`src/rtl/xbar_rr_arbiter.sv`:
```
// M-master x S-slave request/ack/response crossbar with one arbitration FSM per slave.
// Each slave picks among its requesters (round-robin or fixed priority) and forwards one access at a time.
module xbar_rr_arbiter #(
    parameter int M        = 4,
    parameter int S        = 4,
    parameter int AW       = 32,
    parameter int DW       = 32,
    parameter int ARB_MODE = 0
) (
    input  logic                         clk,
    input  logic                         rst_n,
    input  logic [M-1:0]                 m_req,
    input  logic [M-1:0]                 m_cmd,
    input  logic [M*AW-1:0]              m_addr,
    input  logic [M*DW-1:0]              m_wdata,
    output logic [M-1:0]                 m_ack,
    output logic [M-1:0]                 m_resp,
    output logic [M*DW-1:0]              m_rdata,
    output logic [S-1:0]                 s_req,
    output logic [S-1:0]                 s_cmd,
    output logic [S*(AW-$clog2(S))-1:0]  s_addr,
    output logic [S*DW-1:0]              s_wdata,
    input  logic [S-1:0]                 s_ack,
    input  logic [S-1:0]                 s_resp,
    input  logic [S*DW-1:0]              s_rdata
);

    localparam int SW  = $clog2(S);
    localparam int MW  = (M > 1) ? $clog2(M) : 1;
    localparam int SAW = AW - SW;

    typedef enum logic [1:0] {IDLE, ADDR, RESP} state_t;

    state_t        state_q [S];
    state_t        state_d [S];
    logic [MW-1:0] owner_q [S];
    logic [MW-1:0] owner_d [S];
    logic [MW-1:0] ptr_q   [S];
    logic [MW-1:0] ptr_d   [S];
    logic [S-1:0]  resp_fire;
    logic [SW-1:0] m_sel   [M];

    function automatic logic [MW-1:0] next_ptr(input logic [MW-1:0] cur);
        if (M == 1 || int'(cur) >= M - 1) return '0;
        return cur + 1'b1;
    endfunction

    always_comb begin
        for (int i = 0; i < M; i++) begin
            m_sel[i] = m_addr[i*AW + AW - 1 -: SW];
        end
    end

    // Arbitration and transaction tracking; resp_fire marks a response that reaches the owner this cycle.
    always_comb begin : next_state
        int   idx;
        logic found;
        idx       = 0;
        found     = 1'b0;
        resp_fire = '0;
        for (int s = 0; s < S; s++) begin
            state_d[s] = state_q[s];
            owner_d[s] = owner_q[s];
            ptr_d[s]   = ptr_q[s];
            found      = 1'b0;
            case (state_q[s])
                IDLE: begin
                    for (int k = 0; k < M; k++) begin
                        idx = (ARB_MODE == 0) ? int'(ptr_q[s]) + k : k;
                        if (idx >= M) idx = idx - M;
                        if (!found && m_req[idx] && m_sel[idx] == SW'(s)) begin
                            found      = 1'b1;
                            owner_d[s] = MW'(idx);
                        end
                    end
                    if (found) state_d[s] = ADDR;
                end
                ADDR: begin
                    if (s_ack[s]) begin
                        if (s_resp[s]) begin
                            resp_fire[s] = 1'b1;
                            state_d[s]   = IDLE;
                            ptr_d[s]     = next_ptr(owner_q[s]);
                        end else begin
                            state_d[s] = RESP;
                        end
                    end
                end
                RESP: begin
                    if (s_resp[s]) begin
                        resp_fire[s] = 1'b1;
                        state_d[s]   = IDLE;
                        ptr_d[s]     = next_ptr(owner_q[s]);
                    end
                end
                default: state_d[s] = IDLE;
            endcase
        end
    end

    // Route the owning master onto its slave and the slave's ack/response back to that master.
    always_comb begin
        m_ack   = '0;
        m_resp  = '0;
        m_rdata = '0;
        s_req   = '0;
        s_cmd   = '0;
        s_addr  = '0;
        s_wdata = '0;
        for (int s = 0; s < S; s++) begin
            if (state_q[s] == ADDR) begin
                s_req[s]               = 1'b1;
                s_cmd[s]               = m_cmd[owner_q[s]];
                s_addr[s*SAW +: SAW]   = m_addr[int'(owner_q[s])*AW +: SAW];
                s_wdata[s*DW +: DW]    = m_wdata[int'(owner_q[s])*DW +: DW];
                m_ack[owner_q[s]]      = m_ack[owner_q[s]] | s_ack[s];
            end
            if (resp_fire[s]) begin
                m_resp[owner_q[s]]                  = 1'b1;
                m_rdata[int'(owner_q[s])*DW +: DW]  = s_rdata[s*DW +: DW];
            end
        end
    end

    always_ff @(posedge clk) begin
        for (int s = 0; s < S; s++) begin
            if (!rst_n) begin
                state_q[s] <= IDLE;
                owner_q[s] <= '0;
                ptr_q[s]   <= '0;
            end else begin
                state_q[s] <= state_d[s];
                owner_q[s] <= owner_d[s];
                ptr_q[s]   <= ptr_d[s];
            end
        end
    end

endmodule

```
`config.mk`:
```
export PLATFORM = sky130hd
export DESIGN_NAME = xbar_rr_arbiter
export DESIGN_NICKNAME = d
export VERILOG_FILES = /design/src/rtl/xbar_rr_arbiter.sv
export SDC_FILE = /design/constraint.sdc
export NUM_CORES = 1
export LEC_CHECK = 0
export ABC_AREA = 1
export CAP_MARGIN = 10
export CORE_AREA = 2 2 306 308
export DETAILED_ROUTE_END_ITERATION = 12
export DIE_AREA = 0 0 308 310
export HOLD_SLACK_MARGIN = 0.08
export PLACE_DENSITY = 0.42
export SLEW_MARGIN = 20
export SYNTH_ARGS = -nofsm -noshare
export SYNTH_HDL_FRONTEND = slang
export SYNTH_SLANG_ARGS = --single-unit
```
`constraint.sdc`:
```
create_clock -name clk -period 8.8 [get_ports clk]
set_input_delay 2.64 -clock clk [delete_from_list [all_inputs] [get_ports clk]]
set_output_delay 2.64 -clock clk [all_outputs]
set_load 0.02 [all_outputs]
```
==> run metrics, run 1 <==
Post-route DRC 0; unrepaired setup endpoints after global routing no; Worst Setup Start Kind input port; via/cell ratio 5.32; synth unique cells 51; minimum clock period 8580 ps; remaining antenna violation count 0; CP most frequent cell inv_1; Post-synth EDFFs 0; flops & latches, synth 24; Yosys Warn Count 0; final hold vios 0; first-pass GRT wire length 177 mm; ordered list of cells on the worst path clkdlybuf4s50_1 > nand2_1 > a21oi_2 > inv_1 > nor2_1 > inv_1 > nor2_1 > inv_1 > buf_12 > nor4_1 > nor3_1 > o22ai_1 > clkdlybuf4s50_1; worst endpoint data arrival time 5940 ps; Power, Total 0.00653 W; H-Tree Level Count 1; maximum VDD drop 184 µV; Slew Viols, Final 0; slowest CP cell clkdlybuf4s50_1; CTS Root Buffer Type clkbuf_16; CTS max path bufs 2; CP Max Fanout 19; CP Class input port to output port; Worst-path clk slew 70 ps; Hold WC Path Type flop to flop; Worst R2R End ptr_q[0][0]; DR iter-0 viols 2,654; Syn Nets 3,636; most frequent cells in the layout clkdlybuf4s50_1 (793), a21oi_1 (595), nand2_1 (543), o21ai_0 (451), inv_1 (274); largest net degree at the start of global routing 185; Rows 112; Tot GR Track Use 0.246; reg2reg path depth 8; Slew headroom 0.281; register area share after synthesis 0.0293; Mapped Cells 3,194; Lkg Pwr 8.19 nW; starting density of the core 0.177; smallest hold slack 490 ps; Power Density 257 nW/µm²; r2r startpoint state_q[0][1]; CTS tree done; vias in the first global route 24,375; Resize count post-CTS 0; die height 310 µm; Ports 794; most common cell after layout, fill and taps aside clkdlybuf4s50_1; Buffers on Ports 793; Slowest Stage Delay on Critical Path 710 ps; Max Cap Viol 0; Post-Syn Area 16,400 µm²; final period utilization 0.975; nets 4,173; Skew-Pair Late Insertion Delay 270 ps; highest clock rate 0.116 GHz; total congestion overflow 0; WHS Path Cells 2; Cell Area, Placed 25,300 µm²; Core Area 92,500 µm²; CP Launch Point s_ack[0]; detailed-route via count 26,283; die span in x 308 µm; Primary FF master, synth dfxtp_1; Routed WL 126 mm; DRT Pass-1 Iters 6; routed len/inst 25.6 µm; Final setup viols 0; Design Area, Final 25,400 µm²; hold buffers post-CTS 0; CP Data Required Time 6160 ps; Syn Area/Cell 5.13 µm²; postcts setup bufs 0; initial antenna violation count 16; Slew @ Worst Pin 1080 ps; worst reg2reg setup slack 5880 ps; status completed; share of cells above drive strength 1 0.0357; RePlAce Congestion 0.909; setup TNS after final layout 0 ps; die area 95,500 µm²; Worst setup EP type output port; # clock sinks 24; fillers 10,548; Layout area overhead 55.1%; CTS Buf Count 3; Setup Skew 1.17 ps; Worst Setup EP m_rdata[117]; dpl hpwl 93.5 mm; fraction of registers with async set/reset 0
flip-flops by register name, indices dropped and copies added, names as in the netlist:
| name | cells |
|---|---|
| state_q | 8 |
| owner_q | 8 |
| ptr_q | 8 |
worst min path at each step:
stage                   from             to  slack (ps)
3_5_place_dp   state_q[0][1]  state_q[0][1]         480
4_1_cts        state_q[0][1]  state_q[0][1]         500
2_1_floorplan  state_q[0][1]  state_q[0][1]         460
5_1_grt        state_q[2][1]  state_q[2][1]         520
3_3_place_gp   state_q[0][1]  state_q[0][1]         480
6_report       state_q[2][1]  state_q[2][1]         490
cell type report:
type | instances | area [µm²] | area share
Multi-Input combinational cell | 2540 | 13500 | 0.531
Timing Repair Buffer | 874 | 8710 | 0.343
Tap cell | 1197 | 1500 | 0.0589
Inverter | 288 | 1090 | 0.0428
Sequential cell | 24 | 510 | 0.0201
Clock buffer | 3 | 75.1 | 0.00295
Clock inverter | 1 | 30.0 | 0.00118
Antenna cell | 10 | 25.0 | 0.000984
cells by family after synthesis:
family	after synthesis	synth area share
buf+inv	630	0.149
mux	4	0.00244
xor+xnor	10	0.00580
fa+ha+maj	40	0.0305
flops	24	0.0293
simple gates	939	0.246
compound gates	1547	0.537
power by group:
group / switching (W) / leakage (nW) / internal, W
clock network: 0.0000467 / 0.0512 / 0.0000908
registers: 0.000169 / 0.203 / 0.000154
logic: 0.00413 / 7.94 / 0.00193
total: 0.00435 / 8.19 / 0.00218
Yosys cell counts (3+ instances only):
library cell    n  area share
a21oi_1       596        0.18
nand2_1       545        0.12
o21ai_0       451        0.14
inv_1         276       0.063
clkbuf_1      267       0.061
o211ai_1      254        0.12
nand3_1       132       0.040
nor2_1         97       0.022
o22ai_1        88       0.034
nor3_1         75       0.023
o31ai_1        60       0.027
nand4_1        43       0.016
ha_1           40       0.031
buf_1          36      0.0082
o21ai_1        33       0.010
a31oi_1        32       0.012
buf_2          32      0.0098
nor4_1         29       0.011
dfxtp_1        24       0.029
inv_2           9      0.0021
o41ai_1         8      0.0043
xor2_1          8      0.0043
a21oi_2         5      0.0027
a211oi_1        4      0.0018
mux2i_1         4      0.0024
nor2_2          4      0.0015
o32ai_1         4      0.0021
buf_4           3      0.0014
buf_6           3      0.0021
o2111ai_1       3      0.0016
per-layer routing:
metal  GRT usage  wire length, µm  up-vias
li1            -                -    12488
met1       0.310            51900    12239
met2       0.427            60000     1360
met3      0.0458            10300      182
met4      0.0655             3770       14
met5           0               93        -
worst max-delay path: cells and delay by family:
family,cells,cell delay [ps]
buf+inv,6,2020
compound gates,2,630
simple gates,5,620
metrics by stage:
stage	setup slack [ps]	util	instances
CTS	205	0.275	4927
floorplan	2040	-	3194
detailed placement	216	0.273	4923
finish	216	0.275	4937
global placement	192	0.273	4923
global route	4.96	0.275	4931
No activity file was read; power rests on OpenSTA's default activity.
==> inputs of run 2 (changes only) <==
Settings changed: CORE_AREA 2 2 306 308 to 8 8 302 304, DIE_AREA 0 0 308 310 to 0 0 310 312, PLACE_DENSITY 0.42 to 0.45.
Clock period 8.8 ns to 7.7 ns, I/O delays scaled along.
==> run metrics, run 2 (synthesis gave the netlist of run 1 again) <==
worst reg2reg setup slack 5100 ps (-780 ps); detailed-route via count 26,626 (+1.3%); Final setup viols 0 (unchanged); Layout area overhead 56.1%; routed len/inst 26.3 µm (+2.9%); die height 312 µm (+0.65%); RePlAce Congestion 0.929 (+2.2%); Worst R2R End state_q[3][1]; DP Worst Slack 29.7 ps (-187 ps); DRT Pass-1 Iters 6 (unchanged); largest net degree at the start of global routing 202 (+9.2%); die area 96,700 µm² (+1.3%); Worst Setup Start Kind input port; DR iter-0 viols 2,647 (-0.26%); die span in x 310 µm (+0.65%); remaining antenna violation count 0 (unchanged); unrepaired setup endpoints after global routing no; Max Cap Viol 0 (unchanged); Worst setup EP type output port; first-pass GRT wire length 182 mm (+3.2%); Slew headroom 0.291 (+0.00997); Slew Viols, Final 0 (unchanged); dpl hpwl 98.5 mm (+5.3%); Setup Skew 1.93 ps (+0.761 ps); CTS Buf Count 3 (unchanged); ordered list of cells on the worst path clkdlybuf4s50_1 > nand2_1 > a21oi_4 > nand2_1 > buf_12 > inv_1 > nor3_1 > o311ai_0 > nand2_1 > clkdlybuf4s50_1; Hold WC Path Type flop to flop; initial antenna violation count 34 (+18); CTS Root Buffer Type clkbuf_16; hold path start state_q[2][1]; top flop regs owner_q: 8 flops, ptr_q: 8 flops, state_q: 8 flops; reg2reg path depth 7 (-1); status completed; Core Area 86,200 µm² (-6.8%); final hold vios 0 (unchanged); CP most frequent cell nand2_1; Power Density 293 nW/µm² (+14%); CTS max path bufs 2 (unchanged); CP Max Fanout 33 (+14); worst endpoint data arrival time 5280 ps (-660 ps); Post-route DRC 0 (unchanged); Lkg Pwr 8.42 nW (+2.7%); maximum VDD drop 222 µV (+21%); most common cell after layout, fill and taps aside clkdlybuf4s50_1; share of cells above drive strength 1 0.0440 (+0.00830); most frequent cells in the layout clkdlybuf4s50_1 (783), a21oi_1 (596), nand2_1 (543), o21ai_0 (451), inv_1 (272); vias in the first global route 24,928 (+2.3%); CTS tree done; Buffers on Ports 793 (unchanged); Skew-Pair Late Insertion Delay 260 ps (about the same); minimum clock period 7590 ps; WHS Path Cells 2 (unchanged); setup TNS after final layout 0 ps (unchanged); highest clock rate 0.132 GHz; smallest hold slack 488 ps (-2.31 ps); r2r startpoint state_q[3][1]; Routed WL 129 mm (+2.6%); Slowest Stage Delay on Critical Path 600 ps (-110 ps); CP Data Required Time 5390 ps (-770 ps); # clock sinks 24 (unchanged); via/cell ratio 5.41 (+1.6%); nets 4,197 (+0.58%); CP Class input port to output port; Rows 108 (-3.6%); Tot GR Track Use 0.247 (+0.000867); H-Tree Level Count 1 (unchanged); final period utilization 0.986; setup slack after layout 108 ps (-108 ps); Worst-path clk slew 70 ps (about the same); Hold EP state_q[2][1]; Power, Total 0.00749 W (+15%); starting density of the core 0.190 (+0.0129); Slew @ Worst Pin 1060 ps (-15.0 ps); total congestion overflow 0 (unchanged); slowest CP cell clkdlybuf4s50_1; Ports 794 (unchanged)
run 2: cell count changes in the layout (fill, tap and decap cells not counted), sizes merged:
| cell | before | now |
|---|---|---|
| buf | 81 | 111 |
| clkdlybuf4s50 | 793 | 783 |
| clkinv | 4 | 5 |
| clkinvlp | 0 | 1 |
| diode | 10 | 12 |
| dlymetal6s2s | 0 | 4 |
| inv | 284 | 282 |
run 2: final cells by class:
| type | count | area, µm² |
|---|---|---|
| flip-flops and latches | 24 | 510 |
| clock buffers | 3 | 75.1 |
| clock inverters | 1 | 30.0 |
| diodes | 12 | 30.0 |
| inverters | 288 | 1090 |
| fillers | 9871 | 60600 |
| multi-input cells | 2540 | 13500 |
| repair buffers | 898 | 8910 |
| well taps | 1155 | 1450 |
run 2: where the power goes:
group / leakage [nW] / total, W / switching (W) / internal, W
Combinational: 8.16 / 0.00698 / 0.00475 / 0.00224
Clock: 0.0512 / 0.000153 / 0.0000498 / 0.000103
Sequential: 0.203 / 0.000352 / 0.000175 / 0.000177
run 2: timing repair:
item                       4_1_cts  5_1_grt
setup endpoints to repair        0       25
hold buffers                     0        0
resized for setup                0        7
setup buffers                    0        1
run 2: per-layer routing:
| layer | vias up | GRT usage | routed length [µm] |
|---|---|---|---|
| met1 | 12373 | 0.292 | 50100 |
| met3 | 264 | 0.0660 | 12500 |
| met5 | - | 0 | 222 |
| met4 | 32 | 0.0711 | 4780 |
| met2 | 1406 | 0.433 | 61800 |
| li1 | 12551 | - | - |
run 2: how the worst max path moves through the flow:
stage | startpoint | endpoint | slack [ps] | cells after the start
6_report | s_resp[1] | m_rdata[126] | 110 | 10
2_1_floorplan | s_ack[0] | m_rdata[106] | 1600 | 11
5_1_grt | s_resp[1] | m_rdata[126] | 1 | 10
3_3_place_gp | s_resp[0] | m_rdata[126] | 0.7 | 12
3_5_place_dp | s_resp[1] | m_rdata[19] | 30 | 10
4_1_cts | s_resp[1] | m_rdata[126] | 20 | 10
run 2: critical path: cells and delay by family:
kind	cells	cell delay [ps]
simple gates	4	550
compound gates	2	930
buf+inv	4	1470
run 2: metrics by stage:
stage / area (µm²) / utilization / std cells
floorplan: 16400 / - / 3194
global placement: 25400 / 0.295 / 4904
detailed placement: 25400 / 0.295 / 4904
CTS: 25500 / 0.296 / 4908
global route: 25600 / 0.296 / 4912
finish: 25600 / 0.297 / 4921
==> inputs of run 3 (changes only) <==
Settings changed: TNS_END_PERCENT set to 5.
==> run metrics, run 3 (synthesis gave the netlist of run 1 again) <==
worst endpoint data arrival time 5360 ps (+80 ps); remaining antenna violation count 0 (unchanged); Final setup viols 0 (unchanged); smallest hold slack 488 ps (+0.101 ps); most common cell after layout, fill and taps aside clkdlybuf4s50_1; most frequent cells in the layout clkdlybuf4s50_1 (783), a21oi_1 (596), nand2_1 (543), o21ai_0 (451), inv_1 (273); routed len/inst 26.2 µm (-0.20%); top flop regs owner_q: 8 flops, ptr_q: 8 flops, state_q: 8 flops; hold path start state_q[2][1]; Hold EP state_q[2][1]; die height 312 µm (unchanged); Rows 108 (unchanged); WHS Path Cells 2 (unchanged); H-Tree Level Count 1 (unchanged); Post-route DRC 0 (unchanged); reg2reg path depth 7 (unchanged); Worst-path clk slew 70 ps (about the same); RePlAce Congestion 0.929 (unchanged); Hold WC Path Type flop to flop; initial antenna violation count 34 (unchanged); CP Class input port to output port; starting density of the core 0.190 (unchanged); detailed-route via count 26,636 (+0.038%); status completed; CP Launch Point s_resp[0]; r2r startpoint state_q[3][1]; largest net degree at the start of global routing 202 (unchanged); DR iter-0 viols 2,714 (+2.5%); Ports 794 (unchanged); die span in x 310 µm (unchanged); slowest CP cell clkdlybuf4s50_1; Reg area 510 µm² (unchanged); Power, Total 0.00747 W (-0.23%); Power Density 292 nW/µm² (-0.14%); area of the multi-input gates 13,500 µm² (unchanged); vias in the first global route 24,928 (unchanged); Worst setup EP type output port; via/cell ratio 5.41 (about the same); Buffers on Ports 793 (unchanged); fillers 9,875 (+0.041%); final hold vios 0 (unchanged); Core Area 86,200 µm² (unchanged); Slew Viols, Final 0 (unchanged); Setup Skew 2.69 ps (+0.764 ps); ordered list of cells on the worst path clkdlybuf4s50_1 > nand2_1 > a21oi_1 > inv_1 > nor2_1 > inv_1 > nor2_1 > inv_1 > buf_12 > nor3_1 > o22ai_1 > o22ai_1 > clkdlybuf4s50_1; nets 4,196 (-0.024%); final period utilization 0.996 (+0.00986); Tot GR Track Use 0.247 (unchanged); dpl hpwl 98.5 mm (unchanged); CP Max Fanout 15 (-55%); first-pass GRT wire length 182 mm (unchanged); Routed WL 129 mm (-0.22%); share of cells above drive strength 1 0.0434 (-0.000521); unrepaired setup endpoints after global routing yes; # clock sinks 24 (unchanged); DRT Pass-1 Iters 7 (+1); Worst Setup Start Kind input port; minimum clock period 7670 ps (+75.9 ps); Skew-Pair Late Insertion Delay 260 ps (about the same); maximum VDD drop 221 µV (-0.36%); CP most frequent cell inv_1; Worst R2R End state_q[3][1]; total congestion overflow 0 (unchanged); postcts setup bufs 0 (unchanged); CTS Buf Count 3 (unchanged); Slew @ Worst Pin 1070 ps (+7.13 ps); die area 96,700 µm² (unchanged); CTS tree done; Slowest Stage Delay on Critical Path 660 ps (+60 ps); CTS max path bufs 2 (unchanged); CTS Root Buffer Type clkbuf_16; highest clock rate 0.130 GHz (-0.99%); Slew headroom 0.286 (-0.00475); Layout area overhead 56.0% (about the same); Max Cap Viol 0 (unchanged); worst reg2reg setup slack 5100 ps (about the same); Lkg Pwr 8.40 nW (-0.13%); CP Data Required Time 5390 ps (about the same)
## run 3: cell count changes in the layout (fill, tap and decap cells not counted)
cell	delta
buf_12	-1
clkinvlp_4	-1
inv_1	+1
o311ai_0	-1
o311ai_1	+1
## run 3: what timing repair did
action | CTS | global route
gates resized for setup | 0 | 7
hold buffers | 0 | 0
setup endpoints to repair | 0 | 25
endpoints found under the hold margin | 0 | 0
## run 3: per-layer routing
layer  GRT usage  vias to the layer above  routed length (µm)
met4      0.0711                       32                4700
met2       0.433                     1437               61700
li1            -                    12549                   -
met5           0                        -                 222
met3      0.0660                      254               12700
met1       0.292                    12364               49800
## run 3: worst max-delay path by stage
stage / to / slack, ps
finish: m_rdata[110] / 30
CTS: m_rdata[126] / 20
global route: m_rdata[123] / -90
floorplan: m_rdata[106] / 1600
detailed placement: m_rdata[19] / 30
global placement: m_rdata[126] / 0.7
## run 3: worst max-delay path, delay by kind of cell
family	cells	cell delay (ps)
buffers and inverters	6	2090
AOI/OAI and AO/OA	3	480
and+or+nand+nor	4	450
## run 3: layout make-up
class,instances,area share
flip-flops and latches,24,0.0200
clock inverters,1,0.00117
inverters,288,0.0426
diodes,12,0.00117
well taps,1155,0.0565
repair buffers,897,0.348
multi-input cells,2540,0.528
clock buffers,3,0.00294
## run 3: where the power goes
| group | switching, W | total (W) | internal (W) | leakage, nW |
|---|---|---|---|---|
| combinational | 0.00473 | 0.00697 | 0.00224 | 8.15 |
| sequential | 0.000174 | 0.000351 | 0.000177 | 0.203 |
| clock | 0.0000502 | 0.000154 | 0.000103 | 0.0512 |
| total | 0.00496 | 0.00747 | 0.00252 | 8.40 |
## run 3: through the flow
step	cell area [µm²]	setup TNS [ps]	setup WS [ps]	utilization	std cells
2_1_floorplan	16400	0	1600	-	3194
3_3_place_gp	25400	0	0.723	0.295	4904
3_5_place_dp	25400	0	29.7	0.295	4904
4_1_cts	25500	0	22.5	0.296	4908
5_1_grt	25500	-595	-86.1	0.296	4911
6_report	25600	0	32.3	0.296	4920
